[src/rtl/ctrl_pkg.sv]
// Shared encodings for the multi-cycle MIPS main controller: FSM states,
// 4-bit opcode codes, ALU operation codes and the decoded instruction class.
package ctrl_pkg;

  // State encoding kept as plain constants so the register stays a bare vector
  localparam logic [2:0] ST_FETCH  = 3'd0;
  localparam logic [2:0] ST_DECODE = 3'd1;
  localparam logic [2:0] ST_EXEC_R = 3'd2;
  localparam logic [2:0] ST_EXEC_M = 3'd3;
  localparam logic [2:0] ST_EXEC_B = 3'd4;
  localparam logic [2:0] ST_MEM    = 3'd5;
  localparam logic [2:0] ST_WB     = 3'd6;
  localparam logic [2:0] ST_JUMP   = 3'd7;

  localparam logic [3:0] OPC_AND = 4'h0;
  localparam logic [3:0] OPC_OR  = 4'h1;
  localparam logic [3:0] OPC_ADD = 4'h2;
  localparam logic [3:0] OPC_SUB = 4'h6;
  localparam logic [3:0] OPC_SLT = 4'h7;
  localparam logic [3:0] OPC_LW  = 4'h8;
  localparam logic [3:0] OPC_SW  = 4'hA;
  localparam logic [3:0] OPC_BNE = 4'hE;
  localparam logic [3:0] OPC_J   = 4'hF;

  localparam logic [2:0] ALU_AND = 3'd0;
  localparam logic [2:0] ALU_OR  = 3'd1;
  localparam logic [2:0] ALU_ADD = 3'd2;
  localparam logic [2:0] ALU_SUB = 3'd3;
  localparam logic [2:0] ALU_SLT = 3'd4;

  typedef enum logic [2:0] {
    CLS_R,
    CLS_LW,
    CLS_SW,
    CLS_BNE,
    CLS_J,
    CLS_ILL
  } op_class_e;

endpackage

[src/rtl/ctrl_opdecode.sv]
// Combinational opcode classifier: instruction class plus R-type ALU operation.
// J (0x0F) is legal only when CTRL_JUMP_EN is defined.
module ctrl_opdecode
  import ctrl_pkg::*;
#(
  parameter int OPCODE_W = 6
) (
  input  logic [OPCODE_W-1:0] opcode,
  output op_class_e           op_class,
  output logic [2:0]          r_alu_op
);

  logic       upper_zero;
  logic [3:0] code;

  // Legal codes are zero-extended 4-bit values; any set upper bit is illegal
  if (OPCODE_W > 4) begin : g_wide
    assign upper_zero = ~|opcode[OPCODE_W-1:4];
  end else begin : g_narrow
    assign upper_zero = 1'b1;
  end
  assign code = opcode[3:0];

  // NOTE: every output gets a default before the case so no latch is inferred.
  always_comb begin
    op_class = CLS_ILL;
    r_alu_op = ALU_ADD;
    if (upper_zero) begin
      case (code)
        OPC_AND: begin op_class = CLS_R; r_alu_op = ALU_AND; end
        OPC_OR:  begin op_class = CLS_R; r_alu_op = ALU_OR;  end
        OPC_ADD: begin op_class = CLS_R; r_alu_op = ALU_ADD; end
        OPC_SUB: begin op_class = CLS_R; r_alu_op = ALU_SUB; end
        OPC_SLT: begin op_class = CLS_R; r_alu_op = ALU_SLT; end
        OPC_LW:  op_class = CLS_LW;
        OPC_SW:  op_class = CLS_SW;
        OPC_BNE: op_class = CLS_BNE;
`ifdef CTRL_JUMP_EN
        OPC_J:   op_class = CLS_J;
`endif
        default: op_class = CLS_ILL;
      endcase
    end
  end

endmodule

[src/rtl/multicycle_control.sv]
// Multi-cycle MIPS main controller: FETCH/DECODE/EXEC/MEM/WB sequencing with a
// mem_ready handshake and bounded memory-wait timeout. Optional J support: CTRL_JUMP_EN.
module multicycle_control
  import ctrl_pkg::*;
#(
  parameter int OPCODE_W     = 6,
  parameter int ALU_OP_W     = 3,
  parameter int MEM_WAIT_MAX = 15
) (
  input  logic                clk,
  input  logic                rst_n,
  input  logic [OPCODE_W-1:0] opcode,
  input  logic                zero,
  input  logic                mem_ready,
  output logic                ir_write,
  output logic                pc_write,
  output logic [1:0]          pc_src,
  output logic                reg_dst,
  output logic                reg_write,
  output logic                alu_src,
  output logic [ALU_OP_W-1:0] alu_op,
  output logic                mem_read,
  output logic                mem_write,
  output logic                mem_to_reg,
  output logic                retire,
  output logic                illegal,
  output logic                mem_err
);

  localparam int                WAIT_W    = $clog2(MEM_WAIT_MAX + 1);
  localparam logic [WAIT_W-1:0] WAIT_LAST = WAIT_W'(MEM_WAIT_MAX - 1);

  logic [2:0]          state_q, state_d;
  logic [OPCODE_W-1:0] op_q, op_d;
  logic [WAIT_W-1:0]   wait_q, wait_d;

  logic [OPCODE_W-1:0] dec_opcode;
  op_class_e           dec_class;
  logic [2:0]          dec_alu_op;
  logic                mem_wait;
  logic                timeout;

  // DECODE classifies the live opcode; every other state works from the latched one
  assign dec_opcode = (state_q == ST_DECODE) ? opcode : op_q;
  assign op_d       = (state_q == ST_DECODE) ? opcode : op_q;

  ctrl_opdecode #(
    .OPCODE_W (OPCODE_W)
  ) u_opdecode (
    .opcode   (dec_opcode),
    .op_class (dec_class),
    .r_alu_op (dec_alu_op)
  );

  assign mem_wait = ((state_q == ST_FETCH) || (state_q == ST_MEM)) && !mem_ready;
  assign timeout  = mem_wait && (wait_q == WAIT_LAST);
  assign wait_d   = (mem_wait && !timeout) ? wait_q + 1'b1 : '0;

  always_comb begin
    state_d = state_q;
    case (state_q)
      ST_FETCH: begin
        if (mem_ready)    state_d = ST_DECODE;
        else if (timeout) state_d = ST_FETCH;
      end
      ST_DECODE: begin
        case (dec_class)
          CLS_R:           state_d = ST_EXEC_R;
          CLS_LW, CLS_SW:  state_d = ST_EXEC_M;
          CLS_BNE:         state_d = ST_EXEC_B;
`ifdef CTRL_JUMP_EN
          CLS_J:           state_d = ST_JUMP;
`endif
          default:         state_d = ST_FETCH;
        endcase
      end
      ST_EXEC_R: state_d = ST_WB;
      ST_EXEC_M: state_d = ST_MEM;
      ST_EXEC_B: state_d = ST_FETCH;
      ST_MEM: begin
        if (mem_ready)    state_d = (dec_class == CLS_LW) ? ST_WB : ST_FETCH;
        else if (timeout) state_d = ST_FETCH;
      end
      ST_WB:     state_d = ST_FETCH;
`ifdef CTRL_JUMP_EN
      ST_JUMP:   state_d = ST_FETCH;
`endif
      default:   state_d = ST_FETCH;
    endcase
  end

  // NOTE: sequential state uses non-blocking assignments so all registers update together.
  always_ff @(posedge clk or negedge rst_n) begin
    if (!rst_n) begin
      state_q <= ST_FETCH;
      op_q    <= '0;
      wait_q  <= '0;
    end else begin
      state_q <= state_d;
      op_q    <= op_d;
      wait_q  <= wait_d;
    end
  end

  // Outputs are forced low while rst_n is asserted, so no strobe leaks during reset.
  // pc_src[1] is only ever set in JUMP, so without CTRL_JUMP_EN it is constant 0.
  always_comb begin
    ir_write   = 1'b0;
    pc_write   = 1'b0;
    pc_src     = 2'd0;
    reg_dst    = 1'b0;
    reg_write  = 1'b0;
    alu_src    = 1'b0;
    alu_op     = '0;
    mem_read   = 1'b0;
    mem_write  = 1'b0;
    mem_to_reg = 1'b0;
    retire     = 1'b0;
    illegal    = 1'b0;
    mem_err    = 1'b0;
    if (rst_n) begin
      case (state_q)
        ST_FETCH: begin
          mem_read = 1'b1;
          alu_op   = ALU_OP_W'(ALU_ADD);
          ir_write = mem_ready;
          pc_write = mem_ready;
          mem_err  = timeout;
        end
        ST_DECODE: illegal = (dec_class == CLS_ILL);
        ST_EXEC_R: alu_op = ALU_OP_W'(dec_alu_op);
        ST_EXEC_M: begin
          alu_src = 1'b1;
          alu_op  = ALU_OP_W'(ALU_ADD);
        end
        ST_EXEC_B: begin
          alu_op   = ALU_OP_W'(ALU_SUB);
          pc_write = !zero;
          pc_src   = zero ? 2'd0 : 2'd1;
          retire   = 1'b1;
        end
        ST_MEM: begin
          mem_read  = (dec_class == CLS_LW);
          mem_write = (dec_class != CLS_LW);
          retire    = mem_ready && (dec_class != CLS_LW);
          mem_err   = timeout;
        end
        ST_WB: begin
          reg_write  = 1'b1;
          retire     = 1'b1;
          reg_dst    = (dec_class == CLS_R);
          mem_to_reg = (dec_class == CLS_LW);
        end
`ifdef CTRL_JUMP_EN
        ST_JUMP: begin
          pc_write = 1'b1;
          pc_src   = 2'd2;
          retire   = 1'b1;
        end
`endif
        default: ;
      endcase
    end
  end

endmodule

[config.mk]
export PLATFORM = sky130hd
export DESIGN_NAME = multicycle_control
export DESIGN_NICKNAME = d
export VERILOG_FILES = /design/src/rtl/ctrl_pkg.sv /design/src/rtl/ctrl_opdecode.sv /design/src/rtl/multicycle_control.sv
export SDC_FILE = /design/constraint.sdc
export NUM_CORES = 1
export LEC_CHECK = 0
export CAP_MARGIN = 10
export CORE_ASPECT_RATIO = 0.75
export CORE_UTILIZATION = 53
export CTS_BUF_LIST = sky130_fd_sc_hd__clkbuf_8
export DETAILED_ROUTE_END_ITERATION = 16
export PLACE_DENSITY = 0.95
export SYNTH_ARGS = -nofsm -noshare
export SYNTH_HDL_FRONTEND = slang
export SYNTH_SLANG_ARGS = --single-unit
export TNS_END_PERCENT = 1
[constraint.sdc]
create_clock -name clk -period 5.1 [get_ports clk]
set_clock_uncertainty 0.05 [all_clocks]
set_input_delay 1.02 -clock clk [delete_from_list [all_inputs] [get_ports clk]]
set_output_delay 1.02 -clock clk [all_outputs]
set_load 0.005 [all_outputs]
# Word level (Yosys, flattened, before mapping)
# Cells that the tools add are included.
[word_totals]
word_cells = 79
reg_bits = 13
input_bits = 10
output_inout_bits = 16
[classes]
eq_ne = 19
n_reduce_logical = 17
n_mux = 39
add_sub_neg = 1
[ops]
columns = ["operator", "count"]
rows = [
  ["$pmux 3 s4", 2],
  ["$mux 1", 22],
  ["$mux 3", 7],
  ["$pmux 3 s3", 2],
  ["$eq 4x4->1 const B", 4],
  ["$pmux 3 s5", 1],
  ["$eq 3x2->1 const B", 4],
  ["$eq 3x3->1 const B", 4],
  ["$reduce_or 2->1", 5],
  ["$eq 4x3->1 const B", 2],
  ["$eq 3x1->1 const B", 2],
  ["$logic_not 3->1", 2],
  ["$mux 6", 1],
  ["$pmux 1 s2", 3],
  ["$reduce_or 5->1", 1],
  ["$add 4x1->4 const B", 1],
  ["$eq 4x1->1 const B", 1],
  ["$eq 4x2->1 const B", 1],
  ["$logic_and 1x1->1", 4],
  ["$logic_not 4->1", 1],
  ["$mux 4", 1],
  ["$logic_not 1->1", 3],
  ["$ne 3x1->1 const B", 1],
  ["$logic_or 1x1->1", 1],
]

# Longest topological paths before layout
[logic_depth]
word_depth = 10
depth_mapped = 6
depth_no_buf = 6

# Hierarchy
# Synthesis repeated with hierarchy kept, for this count alone.
[hier_totals]
cells_unflattened = 103
hier_area_um2 = 938.4
[modules_own_cells]
columns = ["module", "seq_area_each_um2", "instances", "area_each_um2", "cells_per_inst"]
rows = [
  ["multicycle_control", 325.3, 1, 820.8, 85],
  ["ctrl_opdecode", 0.0, 1, 117.6, 18],
]

# Least setup slack after synthesis
# No wires, ideal clock.
[synth_path]
path_type = "input to output"
start = "in opcode[2]"
end = "out alu_op[0]"
n_path_buf = 1
cell_stages = 5
setup_slack_ns = 2.051
required_ns = 4.030
arrival_time_ns = 1.979
path_cell_list = "clkbuf_1 and2_1 mux2i_1 o32a_1 o21ai_0"
[synth_via]
elab_chain_cells = 6
elab_cells_between_ends = 9
[synth_rtl]
columns = ["element", "line_no", "source"]
rows = [
  ["start, declared", "multicycle_control.sv:12", "input logic [OPCODE_W-1:0] opcode,"],
  ["$mux 6 (*)", "n/a", ""],
  ["$eq 4x3->1 (tied with other cells)", "ctrl_opdecode.sv:29", "case (code)"],
  ["$pmux 3 s4 (*)", "ctrl_opdecode.sv:29", ""],
  ["$mux 3 (*)", "ctrl_opdecode.sv:28", "if (upper_zero) begin"],
  ["$pmux 3 s3 (*)", "multicycle_control.sv:122", "case (state_q)"],
  ["$mux 3 (*)", "multicycle_control.sv:121", "if (rst_n) begin"],
  ["end, declared", "multicycle_control.sv:21", "output logic [ALU_OP_W-1:0] alu_op,"],
]
# Mark *: on every way between the ends. The rest lies on a longest branch, timed or not.

# Worst setup path after layout
[layout_path]
start = "in opcode[4]"
end = "out mem_read"
[layout_via]
elab_chain_cells = 6
[layout_rtl]
columns = ["element", "line_no", "source"]
rows = [
  ["$mux 6", "n/a", ""],
  ["$reduce_or 2->1", "ctrl_opdecode.sv:18", "assign upper_zero = ~|opcode[OPCODE_W-1:4];"],
  ["$mux 3", "ctrl_opdecode.sv:28", ""],
  ["$eq 3x1->1", "multicycle_control.sv:143", "mem_read = (dec_class == CLS_LW);"],
  ["$pmux 1 s2", "multicycle_control.sv:122", ""],
  ["$mux 1", "multicycle_control.sv:121", ""],
  ["end, declared", "multicycle_control.sv:22", "output logic mem_read,"],
]
# No other way between the ends.

==> results.txt <==
Outcome: finished clean
Number of port buffers: 24
Reg2Reg Capture Point: state_q[2]$_DFF_PN0_
Leftover overflow at the end of global routing: 0
Maximum resistive drop on vdd: 0.353 mV
Number of slew-limit violations in the final report: 0
Multi-input logic area: 597 sq um
Startpoint of the most critical register-to-register path: state_q[0]$_DFF_PN0_
Maximum number of pins on one net before global-route repair: 16
Synthesized instance count: 110
Post-cts sizing count: 0
Wire length on met1: 1100 um
Leakage power total: 0.502 nW
Number of library cell types mapped by synthesis: 42
Hold Violations, Final: 0
Number of placed I/O pins: 26
Hold bufs inserted after CTS: 0
Die area: 2010 sq um
Vias after detailed routing: 912
Worst Hold Path EP: wait_q[0]$_DFF_PN0_
Combined flip-flop and latch cell area: 325 sq um
Clock root cell: clkbuf_8
Max-cap viol count: 0
Least setup slack across all paths after layout: 1.04 ns
Clock Pin Slew Worst Setup and Hold Paths: 0.05 ns
FP Rows: 13
Clock latency on the worst-skew pair: 0.24 ns
Die height: 39.1 um
Share of Yosys cell area claimed by the top area cell type: 33.5%
WL/cell: 15.6 um
Psw: 0.000220 W
Worst slew slack as a fraction of its limit: 53.3%
Highest Signal Layer: met4
Switching part of the total power: 39.7%
Share of the core filled with cells in the final layout: 72.5%
Global-route wire length before repair: 3660 um
Vias/cell: 5.92
Number of nets with antenna violations after detailed routing: 0
Comb pwr share: 46.5%
Mean cell area of the mapped netlist: 8.84 sq um
FF+latch count, synth: 13
Global-route usage over all layers: 26.1%
Number of endpoints failing setup at the final stage: 0
Number of antenna violations at the first check in global routing: 0
Initial cell density of the core: 56.4%
Signed area change from the synthesized netlist to the final layout: 28.6%
P per Cell Area: 444 nW/um^2
Clock tree from TritonCTS: yes
Slew at the pin closest to its max-slew limit: 0.700 ns
Max Fclk: 246 MHz
Cell internal pwr: 0.000335 W
Net count reported at finish: 145
Hold_ws: 0.455 ns
Dominant cells by area after synthesis: dfrtp_1 33%, mux2_2 6.9%, nor2_1 5.4%
Reg2reg setup slack: 2.93 ns
Top-count cell post-synth: nor2_1
Startpoint-to-endpoint class of the critical path: primary input to output port
Total wire length after detailed routing: 2400 um
Number of buffers between clock root and the deepest sink: 2
Weighted congestion reported at the end of routability-driven placement: 0.820
FF-to-FF path depth: 4
Worst Path Required: 4.03 ns
DR WL met2: 1160 um
Number of cells on the worst hold path: 1
Largest driver fanout on the critical path: 5
DIE WIDTH: 51.5 um
Synthesized net count: 122
Core area: 1720 sq um
Count of flip-flops with a built-in enable after synthesis: 0
Number of sinks driven by the clock tree: 13
Area of the mapped netlist: 972 sq um
Depth of the CTS H-tree: 1
Clock share of power: 16.1%
Nature of the critical path startpoint: primary input
Proportion of layout cells with a drive suffix above 1: 10.6%
Type of destination of the critical path: output port
Total design power: 0.000555 W
Fraction of the yosys area taken by sequential cells: 33.5%
Top post-synthesis cells by count: 14 x nor2_1, 13 x dfrtp_1, 8 x nand2_1
Sum of negative setup slack: 0 ns
RSZ-0062 raised after global routing: no
Met3 WL post-DR: 126 um
Proportion of synthesized flip-flops having asynchronous set or reset: 100%
Diode count: 0
Initial DRT Pass Iterations: 4
DP Wirelength: 1720 um
Number of fillers in the final layout: 143
Portion of total power attributed to sequential cells: 37.5%
Number of global-route vias before repair: 797
Clock buffer count from CTS: 3
Setup repair bufs after CTS: 0
Yosys warnings: 0
Launch point of the worst hold path: wait_q[0]$_DFF_PN0_
CP arrival: 2.99 ns
Final worst path period need: 4.06 ns
Synth area leader: dfrtp_1
Setup slack at placement: 1.05 ns
Most used flip-flop cell after synthesis: dfrtp_1
Number of DRC markers in iteration 0: 37
Tcrit/Tclk final: 79.6%
Type of the worst min-delay path: flip-flop to flip-flop
Detailed-route DRC error count: 0
[critical path: stages]
cell	delay [ns]
clkdlybuf4s50_1	0.41
nor2_1	0.29
nand4b_2	0.18
o32ai_2	0.40
a32o_1	0.18
clkdlybuf4s50_1	0.50
[cells in the final DEF, fill, tap and decap left out, drive strengths merged, types with 4 or more instances in the layout]
cell and count:
clkdlybuf4s50 24, nor2 14, dfrtp 13, nand2 8
mux2 6, nand3 6, nor2b 5, o21ai 4
[area by class of cell]
cell class                 instances  area share [%]
multi-input combinational         88            47.7
inverter                           2           0.601
clock inverter                     1           0.300
clock buffer                       3            3.30
sequential                        13            26.0
tap                               22            2.20
timing repair buffer              25            19.8
[stage by stage]
stage          std cells  area [sq um]
2_1_floorplan        110           972
3_3_place_gp         150          1200
3_5_place_dp         150          1200
4_1_cts              154          1250
5_1_grt              154          1250
6_report             154          1250
[worst max-delay path by stage]
| stage | from | to | slack [ns] | depth (start not counted) |
|---|---|---|---|---|
| floorplan | opcode[2] | alu_op[0] | 2.05 | 5 |
| global placement | opcode[4] | mem_read | 1.08 | 6 |
| detailed placement | opcode[4] | mem_read | 1.05 | 6 |
| CTS | opcode[4] | mem_read | 1.05 | 6 |
| global route | opcode[5] | mem_read | 0.94 | 6 |
| finish | opcode[4] | mem_read | 1.04 | 6 |
[routing by layer]
metal  vias up  track usage [%]
li1        447                -
met5         -                0
met3         2             3.53
met1       427             31.9
met2        36             47.1
met4         0             10.8
[state kept, by name, indices dropped and copies added, names as in the netlist]
name / cells
wait_q: 4
state_q: 3
op_q: 6
[cell families after synthesis]
group | Yosys count | synth area share (%)
and+or+nand+nor | 53 | 31.0
AOI/OAI and AO/OA | 23 | 17.6
DFF | 13 | 33.5
buffers and inverters | 9 | 5.15
muxes | 7 | 7.98
adders and majority gates | 2 | 2.57
xor gates and xnor gates | 2 | 1.80
other | 1 | 0.386
[power by group through the flow]
stage / combinational [W] / sequential (W) / clock [W]
finish: 0.000258 / 0.000208 / 0.0000891
global route: 0.000283 / 0.000215 / 0.0000952
global placement: 0.000243 / 0.000200 / 0
floorplan: 0.000207 / 0.000174 / 0
detailed placement: 0.000254 / 0.000206 / 0
CTS: 0.000257 / 0.000205 / 0.0000905
Note: power is estimated with default switching activity, not from simulation.
==> RTL change 1, RTL diff (same flow settings) <==
Change the parameter `MEM_WAIT_MAX` from 15 to 16.
--- a/src/rtl/multicycle_control.sv
+++ b/src/rtl/multicycle_control.sv
@@ -6,5 +6,5 @@
   parameter int OPCODE_W     = 6,
   parameter int ALU_OP_W     = 3,
-  parameter int MEM_WAIT_MAX = 15
+  parameter int MEM_WAIT_MAX = 16
 ) (
   input  logic                clk,
Function: same outputs for any inputs over 10 cycles, from zero or initial values and one cycle with rst_n low; that may be too few to reach the edited logic, so the function may still have changed.
==> RTL change 1 against the unedited design <==
Total power increased by 17%; setup slack got worse by 0.021 ns; sequential cell count increased by 1; wire length increased by 9.8%; synthesized area increased by 7.2%; sequential power increased by 12%; final area increased by 6.0%; highest routed layer unchanged; largest cell class unchanged; core utilization increased by 1.6 points.
==> RTL change 1: results (changes against the unedited design) <==
[clocking]
clk_pin_slew_ns = 0.06
clockBufferDepth = 2  ; unchanged
post_cts_resize_count = 0  ; unchanged
h-tree-depth = 1  ; unchanged
cts_setup_buffers = 0  ; unchanged
cts_buffers = 3  ; unchanged
clkLatencyLatePin_ns = 0.24  ; about the same

[power]
vdd_drop_max_mv = 0.371  ; +5.1%
p_leak_nw = 0.568  ; +13%

[placement]
hpwl_um = 2010  ; +16%
io_buffer_count = 24  ; unchanged
post_dp_cell_area_sq_um = 1270  ; +5.4%
place_ws_ns = 1.05  ; +0.00611 ns
place_congestion = 0.968  ; +18%

[grt]
grt.total_usage = 0.274  ; +0.0128
antenna_found_initial = 0  ; unchanged
global_route.usage.met3 = 0.0568  ; +0.0215
grtUsageMet1 = 0.366  ; +0.0467
grt_max_degree = 22  ; +6
grt_pass1_vias = 870  ; +9.2%
grt_pass1_wl_um = 4140  ; +13%
use_met2 = 0.456  ; -0.0145

[timing]
whs_ns = 0.425  ; -0.0300 ns
relSlewSlack = 0.614  ; +0.0812
finalCriticalPeriod_ns = 4.08  ; +0.0207 ns

[outcome]
status = complete, no violations

[setup_path]
slowest_stage = clkdlybuf4s50_1
reg2reg_slack_ns = 3.06  ; +0.13 ns
cp_slowest_stage_delay_ns = 0.53  ; +0.03 ns
arrival_ns = 3.01  ; +0.02 ns
path_max_fanout = 6  ; +1

[synthesis]
ys_seq_area_frac = 0.336  ; +0.00151
syn_inst = 130  ; +18%
synth-main-ff-cell = dfrtp_1
synth_fp_nets = 142  ; +16%
ys_top_cells_by_area = dfrtp_1 34%, nand2_1 9.0%, nor2b_1 4.2%
ys_types = 41  ; -2.4%
async_flop_share = 1.00  ; unchanged
synth_commonest_cells = 25 x nand2_1, 14 x dfrtp_1, 11 x nor2_1

[routing]
vias_per_cell = 6.20  ; +4.8%
drt_iter0_drc = 78  ; +110%
vias = 1067  ; +17%
dr.pass1.iters = 5  ; +1
drt_wl_total_um = 2630  ; +9.8%

[finish]
nets = 163  ; +12%
drive_gt1_frac = 0.0600  ; -0.0461
reg_top3 = op_q: 6 flops, wait_q: 5 flops, state_q: 3 flops
diodes = 0  ; unchanged

[floorplan]
design.die.area_sq_um = 2150  ; +6.9%

RTL change 1: worst paths after layout:
path	startpoint	end	depth (start not counted)
worst max register to register	state_q[0]	state_q[1]	4
worst min-delay path	wait_q[0]	wait_q[0]	1
min in group asynchronous	rst_n	wait_q[4]	2
worst max-delay path	opcode[0]	mem_read	6
worst min register to register	wait_q[0]	wait_q[0]	1
max in group asynchronous	rst_n	state_q[0]	2
RTL change 1: cells by family after synthesis:
logic type | after synthesis | share of synthesized area
simple gates | 73 | 0.373
compound gates | 20 | 0.145
flops | 14 | 0.336
buf+inv | 14 | 0.0636
xor+xnor | 3 | 0.0252
mux | 3 | 0.0288
fa+ha+maj | 2 | 0.0240
other cells | 1 | 0.00360
RTL change 1: final cells by class:
class | count | area (sq um)
flip-flops and latches | 14 | 350
fillers | 123 | 464
repair buffers | 25 | 248
multi-input cells | 102 | 626
clock buffers | 4 | 55.1
well taps | 22 | 27.5
inverters | 5 | 18.8
RTL change 1: per-layer routing:
layer	vias up	wire, um	part of all wire
met1	497	1060	0.40
met4	0	34	0.013
met5	-	0	0
met2	67	1260	0.48
met3	4	275	0.10
li1	499	-	-
RTL change 1: worst max-delay path, delay by kind of cell:
family / cells / cell delay (ns)
AO/OA/AOI/OAI: 2 / 0.53
AND/OR/NAND/NOR: 2 / 0.42
buffers and inverters: 2 / 1.03
RTL change 1: power breakdown:
group	total (W)	internal [W]	switching [W]
Clock	0.000104	0.0000682	0.0000362
Combinational	0.000312	0.000150	0.000162
Sequential	0.000232	0.000152	0.0000799
==> RTL change 2, RTL diff (same settings) <==
Made on the original files. Make the reset (`rst_n`) synchronous in one clocked block.
--- a/src/rtl/multicycle_control.sv
+++ b/src/rtl/multicycle_control.sv
@@ -91,5 +91,5 @@
 
   // NOTE: sequential state uses non-blocking assignments so all registers update together.
-  always_ff @(posedge clk or negedge rst_n) begin
+  always_ff @(posedge clk) begin
     if (!rst_n) begin
       state_q <= ST_FETCH;
Check against the original RTL: no difference found for any inputs over 10 cycles, from zero or initial values and one cycle with rst_n low; that may be too few to reach the edited logic, so the function may still have changed.
==> RTL change 2 against the unedited design <==
Sequential share of layout area fell by 7.4 points; final area rose by 12%; synthesized area rose by 18%; wire length rose by 18%; global-route usage fell by 3.1 points; largest cell class unchanged; sequential cell count did not move; setup slack got worse by 0.29 ns.
Power is not compared: it rests on default switching activity, and its combinational part moved more than twofold at a synthesized area within 25%.
==> RTL change 2: results (changes against the unedited design) <==
[synthesis]
synth_compound_area_frac = 0.200  ; +0.0239
synthXorXnorAreaFrac = 0.0229  ; +0.00483
synth-adder-area-share = 0.0218  ; -0.00398
ys_top_cells_by_area = dfxtp_1 23%, nand2_1 5.2%, mux2i_1 4.4%
synth_mux_area_frac = 0.0631  ; -0.0167
synth_edf_count = 0  ; unchanged
synth_fp_nets = 163  ; +34%
async_flop_share = 0  ; -1.00
syn_inst = 151  ; +37%

[worst_hold_path]
holdCritStartpoint = wait_q[0]

[placement]
place_congestion = 0.886  ; +8.1%
post_dp_cell_area_sq_um = 1350  ; +12%
place_inst = 186  ; +24%
hpwl_um = 2080  ; +21%
place_ws_ns = 0.795  ; -0.253 ns

[grt]
grt_max_degree = 18  ; +2
use_met2 = 0.381  ; -0.0901
global_route.usage.met3 = 0.0185  ; -0.0168
grt_pass1_wl_um = 4240  ; +16%
grt.total_usage = 0.231  ; -0.0308
grtUsageMet1 = 0.315  ; -0.00335

[setup_path]
arrival_ns = 3.28  ; +0.29 ns
path_max_fanout = 11  ; +6
r2r_start = state_q[0]
cp-startpoint = opcode[2]

[finish]
nets = 179  ; +23%
multi_input_area_share = 0.574  ; +0.0965
nFillCells = 183  ; +28%
inverters = 5  ; +3
seq_area_sq_um = 260  ; -20%
multi_input_gates = 120  ; +36%
buffers = 24  ; -4.0%
reg_top3 = op_q: 6 flops, wait_q: 4 flops, state_q: 3 flops
clk_share = 0.0323  ; -0.00375
drive_gt1_frac = 0.0904  ; -0.0157

[routing]
drt_iter0_drc = 48  ; +30%
wire_per_inst_um = 14.9  ; -4.5%
vias = 1196  ; +31%
vias_per_cell = 6.29  ; +6.3%

[timing]
relSlewSlack = 0.425  ; -0.108

[outcome]
status = complete, no violations

[clocking]
cts-root-buf = clkbuf_8

## RTL change 2: changes by cell type after synthesis, sizes merged, moves of 6 or more
cell	delta
a21oi	+7
nand2	+8
dfxtp	+13
nor2	-7
dfrtp	-13
mux2	-6
## RTL change 2: power by group
part           internal [W]  switching [W]
clock             0.0000531      0.0000370
combinational     0.0000617      0.0000668
sequential         0.000111      0.0000218
## RTL change 2: per-layer routing
metal / share of wire / vias to the layer above
li1: - / 574
met1: 0.46 / 564
met2: 0.45 / 56
met3: 0.080 / 2
met4: 0.0039 / 0
met5: 0 / -
## RTL change 2: path summary, 6_finish.rpt
kind | to | slack [ns] | cells past startpoint
hold / removal | wait_q[0] | 0.43 | 1
setup / recovery | alu_op[0] | 0.75 | 6
setup reg to reg | state_q[0] | 2.74 | 4
hold reg to reg | wait_q[0] | 0.43 | 1
## RTL change 2: critical path, stage by stage
cell and delay, ns:
clkdlybuf4s50_1 0.60, or3b_2 0.53, a211oi_1 0.29, o21ai_0 0.13, a21oi_1 0.18, clkdlybuf4s50_1 0.53
